<file path="src/rtl/puf_rng_packer.sv">
// Packs PUF RNG nibbles into WORD_W-bit words and queues them for the entropy consumer.
// Optional repetition-count health test is compiled in with `define PUF_RNG_RCT_EN.
module puf_rng_packer #(
    parameter int WORD_W     = 32,
    parameter int FIFO_DEPTH = 4,
    parameter int RCT_CUTOFF = 8
) (
    input  logic                          clk_i,
    input  logic                          rst_ni,
    input  logic                          enable_i,
    input  logic                          clear_i,
    input  logic [3:0]                    rng4bit_i,
    input  logic                          rng4bit_done_i,
    input  logic                          rng_mode_i,
    output logic                          es_rng_req_o,
    output logic                          out_valid_o,
    input  logic                          out_ready_i,
    output logic [WORD_W-1:0]             out_data_o,
    output logic [$clog2(FIFO_DEPTH):0]   fifo_lvl_o,
    output logic                          ovf_o,
    output logic                          rct_fail_o
);

    localparam int NIBS = WORD_W / 4;
    localparam int CW   = $clog2(NIBS);
    localparam int AW   = $clog2(FIFO_DEPTH);
    localparam int LW   = AW + 1;

    if ((WORD_W % 4) != 0 || WORD_W < 8 || FIFO_DEPTH < 2 ||
        (FIFO_DEPTH & (FIFO_DEPTH - 1)) != 0 || RCT_CUTOFF < 2) begin : g_param_check
        $error("puf_rng_packer: illegal parameter combination");
    end

    typedef enum logic [1:0] {IDLE, COLLECT, STALL} state_t;

    state_t            state, state_next;
    logic [CW-1:0]     cnt, cnt_next;
    logic [WORD_W-1:0] word, hold, completed, push_data;
    logic              hold_load;
    logic              go, nib_in, rct_hit;
    logic              push, pop, full;
    logic              ovf_set, ovf, req;
    logic [AW-1:0]     wr_ptr, rd_ptr;
    logic [LW-1:0]     lvl, lvl_next;
    logic [WORD_W-1:0] mem [FIFO_DEPTH];

    assign go          = enable_i & rng_mode_i;
    assign nib_in      = go & (state == COLLECT) & rng4bit_done_i;
    assign full        = (lvl == LW'(FIFO_DEPTH));
    assign out_valid_o = (lvl != '0);
    assign pop         = out_valid_o & out_ready_i;

    always_comb begin
        completed = word;
        completed[4*cnt +: 4] = rng4bit_i;
    end

    always_comb begin
        state_next = state;
        cnt_next   = cnt;
        push       = 1'b0;
        push_data  = completed;
        hold_load  = 1'b0;
        ovf_set    = 1'b0;
        case (state)
            IDLE: begin
                if (go) state_next = COLLECT;
            end
            COLLECT: begin
                if (!go) begin
                    state_next = IDLE;
                    cnt_next   = '0;
                end else if (nib_in) begin
                    if (rct_hit) begin
                        cnt_next = '0;
                    end else if (cnt == CW'(NIBS - 1)) begin
                        cnt_next = '0;
                        // A pop in the same cycle frees the slot, so a full FIFO still accepts.
                        if (!full || pop) begin
                            push = 1'b1;
                        end else begin
                            hold_load  = 1'b1;
                            state_next = STALL;
                        end
                    end else begin
                        cnt_next = cnt + 1'b1;
                    end
                end
            end
            STALL: begin
                if (!go) begin
                    state_next = IDLE;
                    cnt_next   = '0;
                end else begin
                    ovf_set = rng4bit_done_i;
                    if (!full || pop) begin
                        push       = 1'b1;
                        push_data  = hold;
                        cnt_next   = '0;
                        state_next = COLLECT;
                    end
                end
            end
            default: begin
                state_next = IDLE;
                cnt_next   = '0;
            end
        endcase
    end

    assign lvl_next = !enable_i ? '0 : lvl + LW'(push) - LW'(pop);

    always_ff @(posedge clk_i or negedge rst_ni) begin
        if (!rst_ni) begin
            state <= IDLE;
            cnt   <= '0;
            req   <= 1'b0;
            ovf   <= 1'b0;
        end else begin
            state <= state_next;
            cnt   <= cnt_next;
            req   <= go && (state_next == COLLECT) && (lvl_next != LW'(FIFO_DEPTH));
            if (ovf_set)      ovf <= 1'b1;
            else if (clear_i) ovf <= 1'b0;
        end
    end

    always_ff @(posedge clk_i) begin
        if (nib_in && !rct_hit) word <= completed;
        if (hold_load)          hold <= completed;
    end

    always_ff @(posedge clk_i or negedge rst_ni) begin
        if (!rst_ni) begin
            wr_ptr <= '0;
            rd_ptr <= '0;
            lvl    <= '0;
        end else if (!enable_i) begin
            wr_ptr <= '0;
            rd_ptr <= '0;
            lvl    <= '0;
        end else begin
            if (push) wr_ptr <= wr_ptr + 1'b1;
            if (pop)  rd_ptr <= rd_ptr + 1'b1;
            lvl <= lvl_next;
        end
    end

    always_ff @(posedge clk_i) begin
        if (push) mem[wr_ptr] <= push_data;
    end

    // Storage is not reset, so the head is masked while empty.
    assign out_data_o   = out_valid_o ? mem[rd_ptr] : '0;
    assign fifo_lvl_o   = lvl;
    assign es_rng_req_o = req;
    assign ovf_o        = ovf;

`ifdef PUF_RNG_RCT_EN
    localparam int RW = $clog2(RCT_CUTOFF + 1);

    logic [RW-1:0] rep, rep_inc;
    logic [3:0]    last_nib;
    logic          rct_fail;

    // last_nib is only meaningful while rep is non-zero.
    assign rep_inc = (rep != '0 && rng4bit_i == last_nib) ? rep + 1'b1 : RW'(1);
    assign rct_hit = nib_in && (rep_inc == RW'(RCT_CUTOFF));

    always_ff @(posedge clk_i or negedge rst_ni) begin
        if (!rst_ni) begin
            rep      <= '0;
            rct_fail <= 1'b0;
        end else begin
            if (!go || rct_hit) rep <= '0;
            else if (nib_in)    rep <= rep_inc;
            if (rct_hit)        rct_fail <= 1'b1;
            else if (clear_i)   rct_fail <= 1'b0;
        end
    end

    always_ff @(posedge clk_i) begin
        if (nib_in) last_nib <= rng4bit_i;
    end

    assign rct_fail_o = rct_fail;
`else
    assign rct_hit    = 1'b0;
    assign rct_fail_o = 1'b0;
`endif

endmodule

</file>
<file path="config.mk">
export PLATFORM = sky130hd
export DESIGN_NAME = puf_rng_packer
export DESIGN_NICKNAME = d
export VERILOG_FILES = /design/src/rtl/puf_rng_packer.sv
export SDC_FILE = /design/constraint.sdc
export NUM_CORES = 1
export LEC_CHECK = 0
export BUFFER_PORTS_ARGS = -buffer_cell sky130_fd_sc_hd__buf_4
export CORE_MARGIN = 5
export CORE_UTILIZATION = 35
export DETAILED_ROUTE_END_ITERATION = 16
export PLACE_DENSITY = 0.53
export REMOVE_ABC_BUFFERS = 1
export SYNTH_ARGS = -nofsm -noshare
export SYNTH_HDL_FRONTEND = slang
export SYNTH_SLANG_ARGS = --single-unit
</file>
<file path="constraint.sdc">
create_clock -name clk_i -period 8 [get_ports clk_i]
set_clock_uncertainty 0.15 [all_clocks]
set_input_delay 0.4 -clock clk_i [delete_from_list [all_inputs] [get_ports clk_i]]
set_output_delay 0.4 -clock clk_i [all_outputs]
set_load 0.01 [all_outputs]
</file>
==> flow_metrics.tcl, run 1 <==
set metrics [dict create \
    status "completed" \
    min_period_ns 4.036 \
    drt_wl_total_um 16590 \
    initial_core_util_pct 35.18 \
    cp_data_required_time_ns 8.28 \
    max_clock_freq_mhz 247.8 \
    combPwrFrac_pct 20.2 \
    hp-class "in2reg" \
    drcViolationCount 0 \
    clock_latency_ns 0.49 \
    dp_slack_ns 3.935 \
    seq_power_share_pct 44.9 \
    grt_max_degree 36 \
    cp-start-kind "flip-flop" \
    synth-edff-count 192 \
    rows 58 \
    report.final.slew_viol_count 0 \
    vias 4280 \
    die_w_um 168.4 \
    p_per_area_nw_per_um2 269.3 \
    grt_setup_unrepaired "no" \
    crit_family "adder cells" \
    drt.antenna.violating_nets 0 \
    intPower_uw 2063 \
    cts_max_path_buffers 3 \
    globalRouteOverflowTotal 0 \
    ys_types 50 \
    antenna_found_initial 1 \
    synth_flop_cell "edfxtp_1" \
    setup_ws_ns 3.964 \
    nNetsFinal 564 \
    num_io_pins 50 \
    cap_violations 0 \
    layout_common_cells "edfxtp_1, mux2_2, buf_4, and2_1, mux4_2" \
    syn_to_final_growth_pct 16.33 \
    syn_area_um2 8782 \
    drtPass1Iterations 4 \
    p_switching_uw 688.0 \
    first_global_vias 4725 \
    first_iter_violations 149 \
    grt_pass1_wl_um 26420 \
    grtUsageTotal_pct 11.70 \
    max-slew-margin-rel_pct 51.29 \
    crit_chain "inv_1, ha_1, nand4_2, inv_2, nand2_1, a21oi_1, inv_1, ha_1, inv_1, ha_1, inv_1, fa_1, xnor2_1, xnor2_1, a41oi_1, o211a_1" \
    final_common_cell "edfxtp_1" \
    critPathBufInv 5 \
    crit_arrival_ns 4.31 \
    critPathCaptureType "flip-flop" \
    cts-buffers-inserted 22 \
    critPathMaxFanout 34 \
    viasPerCell 4.853 \
    wl_per_cell_um 18.81 \
    criticalPathCategory "reg2reg" \
    design.die.area_um2 28360 \
    p_leak_uw 0.003454 \
    htreeDepth 1 \
    dp_hpwl_um 10060 \
    finalCritPeriodShare_pct 50.45 \
    tightest_slew_ns 0.7307 \
    tns_ns 0 \
    r2r_slack_ns 3.96 \
    synth-seq-cells 206 \
    ys_seq_area_share_pct 69.64 \
    portBuffers 48 \
    coreArea_um2 24960 \
    cpMaxStageDelayCell "inv_2" \
    peakVddDrop_mv 0.2064 \
    async_flop_share_pct 6.796 \
    crit_path_max_incr_delay_ns 0.55 \
    post_cts_buffers 0 \
    drive_gt1_share_pct 35.14 \
    cts_root_buf "clkbuf_16" \
    gp_congestion 0.7740 \
    crit_top_cell "inv_1" \
    yosys_warnings 0 \
    syn_inst 474 \
    avgSynthCellArea_um2 18.53 \
    cts_tree "yes" \
    p_clk_share_pct 34.9 \
    antenna_cells 0 \
    finalHoldViolations 0 \
    switching_share_pct 25.01 \
    die_height_um 168.4 \
    clock_sinks 206 \
    clkTransAtPathRegs_ns 0.06 \
    setup_viol 0 \
]
metrics by stage:
step	area, um^2	power [uW]	hold WS (ns)	utilization, %	cells
6_report	10220	2751	0.02989	40.92	882
5_1_grt	10220	2897	0.02725	40.92	882
4_1_cts	10220	2805	0.01022	40.92	882
3_5_place_dp	9504	1831	0.1204	38.07	840
3_3_place_gp	9504	1820	0.1128	38.07	840
2_1_floorplan	8667	1583	-0.04559	-	454
logic make-up after synthesis:
family | Yosys count | share of synthesized area (%)
muxes | 99 | 16.77
adders and majority gates | 17 | 2.507
buffers and inverters | 34 | 1.909
xor gates and xnor gates | 4 | 0.3989
and+or+nand+nor | 96 | 7.323
other | 1 | 0.04270
AOI/OAI and AO/OA | 17 | 1.410
DFF | 206 | 69.64
synth_stat cells, types with 4 or more instances:
cell type | n | area, um^2
clkbuf_1 | 9 | 33.78
and3_1 | 4 | 25.02
xnor2_1 | 4 | 35.03
dfrtp_1 | 14 | 350.3
and2_1 | 43 | 269.0
ha_1 | 16 | 200.2
nor3b_1 | 4 | 30.03
mux4_2 | 32 | 720.7
buf_2 | 5 | 25.02
nor2b_1 | 7 | 43.79
mux2_2 | 64 | 720.7
inv_1 | 13 | 48.80
nor2_1 | 4 | 15.01
edfxtp_1 | 192 | 5766
nand2_1 | 10 | 37.54
path summary, 6_finish.rpt:
check                                from       endpoint  depth (start not counted)
setup reg to reg                 state[1]   es_rng_req_o                         16
setup / recovery                 state[1]   es_rng_req_o                         16
hold / removal             rng4bit_done_i          ovf_o                          3
min in group asynchronous          rst_ni  fifo_lvl_o[0]                          2
hold reg to reg                     ovf_o          ovf_o                          2
max in group asynchronous          rst_ni      rd_ptr[0]                          2
metal layers:
layer	vias to the layer above	part of all wire [%]	global-route usage [%]	wire length, um
met1	2205	47	15.99	7721
met5	-	0	0	0
met2	73	48	19.50	7987
met4	0	1.7	2.576	275
li1	1982	-	-	-
met3	20	3.6	2.348	605
final cells by class:
type / instances / area (um^2)
multi-input combinational: 234 / 2501
timing repair buffer: 58 / 440.4
inverter: 14 / 52.55
fill: 2266 / 14750
tap: 330 / 412.9
sequential: 206 / 6117
clock inverter: 8 / 62.56
clock buffer: 32 / 629.4
repair_timing:
item / CTS / global route
endpoints found under the hold margin: 15 / 0
gates resized for setup: 0 / 0
hold buffers: 2 / 0
power groups by stage:
stage          clock [uW]  sequential (uW)  combinational [uW]
2_1_floorplan           0             1270                 313
5_1_grt              1040             1240                 623
3_5_place_dp            0             1260                 575
6_report              961             1230                 556
3_3_place_gp            0             1260                 565
4_1_cts               993             1230                 578
state kept, by name, indices dropped and copies added (netlist names):
register	cells
cnt	3
es_rng_req_o	1
fifo_lvl_o	3
hold	32
mem	128
ovf_o	1
rd_ptr	2
state	2
word	32
wr_ptr	2
worst min-delay path, cell delays in order:
cell and delay [ns]:
buf_4 0.10, nand2_1 0.06, o21ai_0 0.07
Note: power is estimated with default switching activity, not from simulation.
==> run 2: changes to the inputs <==
PLACE_DENSITY = 0.54   (was 0.53)
clock period = 3.5 ns   (was 8 ns; I/O delays follow)
==> flow_metrics.tcl, run 2 (synthesis results as in run 1) <==
set metrics [dict create \
    p_leak_uw 0.003592 \
    initial_core_util_pct 35.18 \
    globalRouteOverflowTotal 0 \
    crit_top_cell "ha_1" \
    grtUsageTotal_pct 12.21 \
    cts_max_path_buffers 3 \
    largest_register "mem" \
    rows 58 \
    nNetsFinal 579 \
    critPathCaptureType "flip-flop" \
    r2r_end "es_rng_req_o" \
    cap_violations 0 \
    critPathBufInv 3 \
    vias 4437 \
    crit_family "adder cells" \
    largest_reg_flops 128 \
    final_common_cell "edfxtp_1" \
    crit_chain "ha_1, ha_1, nand2_1, a21oi_1, inv_1, ha_1, inv_1, ha_1, inv_1, fa_1, xnor2_1, xnor2_1, a41oi_1, o211a_1" \
    antenna_cells 0 \
    clock_sinks 206 \
    tns_ns 0 \
    p_per_area_nw_per_um2 634.7 \
    max_clock_freq_mhz 322.6 \
    cp-start-kind "flip-flop" \
    tightest_slew_ns 0.7190 \
    design.die.area_um2 28360 \
    first_iter_violations 227 \
    worst-path-stages 14 \
    antenna_found_initial 0 \
    coreArea_um2 24960 \
    r2r_slack_ns 0.40 \
    finalCritPeriodShare_pct 88.56 \
    htreeDepth 1 \
    setup_viol 0 \
    syn_to_final_growth_pct 19.35 \
    drive_gt1_share_pct 36.51 \
    seq_power_share_pct 42.7 \
    status "completed" \
    combPwrFrac_pct 19.1 \
    max-slew-margin-rel_pct 52.07 \
    hold_depth 4 \
    die_w_um 168.4 \
    worstSetupStartpoint "cnt[1]" \
    dp_slack_ns 0.3832 \
    switching_share_pct 24.29 \
    critPathMaxFanout 7 \
    hp-class "in2reg" \
    cts_resized 0 \
    clock_latency_ns 0.49 \
    r2r_cells 14 \
    p_switching_uw 1616 \
    drt_wl_total_um 17330 \
    drt.antenna.violating_nets 0 \
    fillers 2266 \
    peakVddDrop_mv 0.3438 \
    cp-endpoint "es_rng_req_o" \
    grt_pass1_wl_um 27170 \
    cts_root_buf "clkbuf_16" \
    portBuffers 48 \
    cts_tree "yes" \
    min_period_ns 3.100 \
    finalHoldViolations 0 \
    crit_arrival_ns 3.38 \
    layout_common_cells "edfxtp_1, mux2_2, buf_4, and2_1, mux4_2" \
    num_io_pins 50 \
    viasPerCell 4.946 \
    intPower_uw 5037 \
    die_height_um 168.4 \
    wl_per_cell_um 19.32 \
    p_clk_share_pct 38.2 \
    grt_max_degree 35 \
    setup_ws_ns 0.4002 \
    report.final.slew_viol_count 0 \
    crit_path_max_incr_delay_ns 0.47 \
    cpMaxStageDelayCell "dfrtp_1" \
    grt_setup_unrepaired "no" \
    clkTransAtPathRegs_ns 0.06 \
    dp_hpwl_um 10350 \
    drtPass1Iterations 4 \
    reg2reg_from "cnt[1]" \
    drcViolationCount 0 \
    first_global_vias 4673 \
    cts-buffers-inserted 22 \
    criticalPathCategory "reg2reg" \
    cp_data_required_time_ns 3.78 \
    gp_congestion 0.7577 \
    reg.largest.list "mem x128, hold x32, word x32" \
]
-- run 2: worst min-delay path, delay by kind of cell --
family	cells	cell delay (ns)
buffers and inverters	1	0.12
AND/OR/NAND/NOR	2	0.19
AO/OA/AOI/OAI	1	0.18
-- run 2: timing repair --
item,in CTS,in global routing
endpoints found under the hold margin,31,0
hold buffers,11,0
setup buffers,0,0
endpoints found under the setup margin,0,0
-- run 2: how the worst min path moves through the flow --
stage                   start            to  slack, ns
6_report       rng4bit_done_i        cnt[1]       0.07
5_1_grt        rng4bit_done_i        cnt[1]       0.08
4_1_cts        rng4bit_done_i        cnt[1]       0.05
3_5_place_dp           rst_ni  es_rng_req_o      -0.11
3_3_place_gp           rst_ni  es_rng_req_o      -0.11
2_1_floorplan          rst_ni        cnt[0]      -0.27
-- run 2: routing by layer --
layer	up-vias	wire, um	GRT usage [%]
met5	-	0	0
li1	2020	-	-
met1	2299	8181	17.59
met2	91	8095	19.32
met3	27	737	2.371
met4	0	312	2.858
-- run 2: area by class of cell --
| cell class | instances | area, um^2 | share of cell area [%] |
|---|---|---|---|
| Inverter | 14 | 52.55 | 0.5014 |
| Clock inverter | 14 | 192.7 | 1.838 |
| Timing Repair Buffer | 73 | 588.1 | 5.611 |
| Tap cell | 330 | 412.9 | 3.939 |
| Sequential cell | 206 | 6117 | 58.36 |
| Multi-Input combinational cell | 234 | 2501 | 23.86 |
| Clock buffer | 26 | 616.8 | 5.885 |
-- run 2: power groups by stage --
stage | logic [uW] | clock network (uW) | registers, uW
CTS | 1310 | 2620 | 2840
finish | 1270 | 2540 | 2840
global placement | 1280 | 0 | 2890
floorplan | 715 | 0 | 2900
global route | 1410 | 2730 | 2850
detailed placement | 1300 | 0 | 2900
-- run 2: through the flow --
stage                     hold WS (ns)  instance area [um^2]  utilization (%)  power [uW]  instances
after floorplan                -0.2706                  8667                -        3619        454
after global placement         -0.1108                  9562            38.30        4168        846
after detailed placement       -0.1070                  9562            38.30        4197        846
after CTS                      0.05015                 10480            41.99        6774        897
after global routing           0.07513                 10480            41.99        6992        897
final                          0.07147                 10480            41.99        6652        897
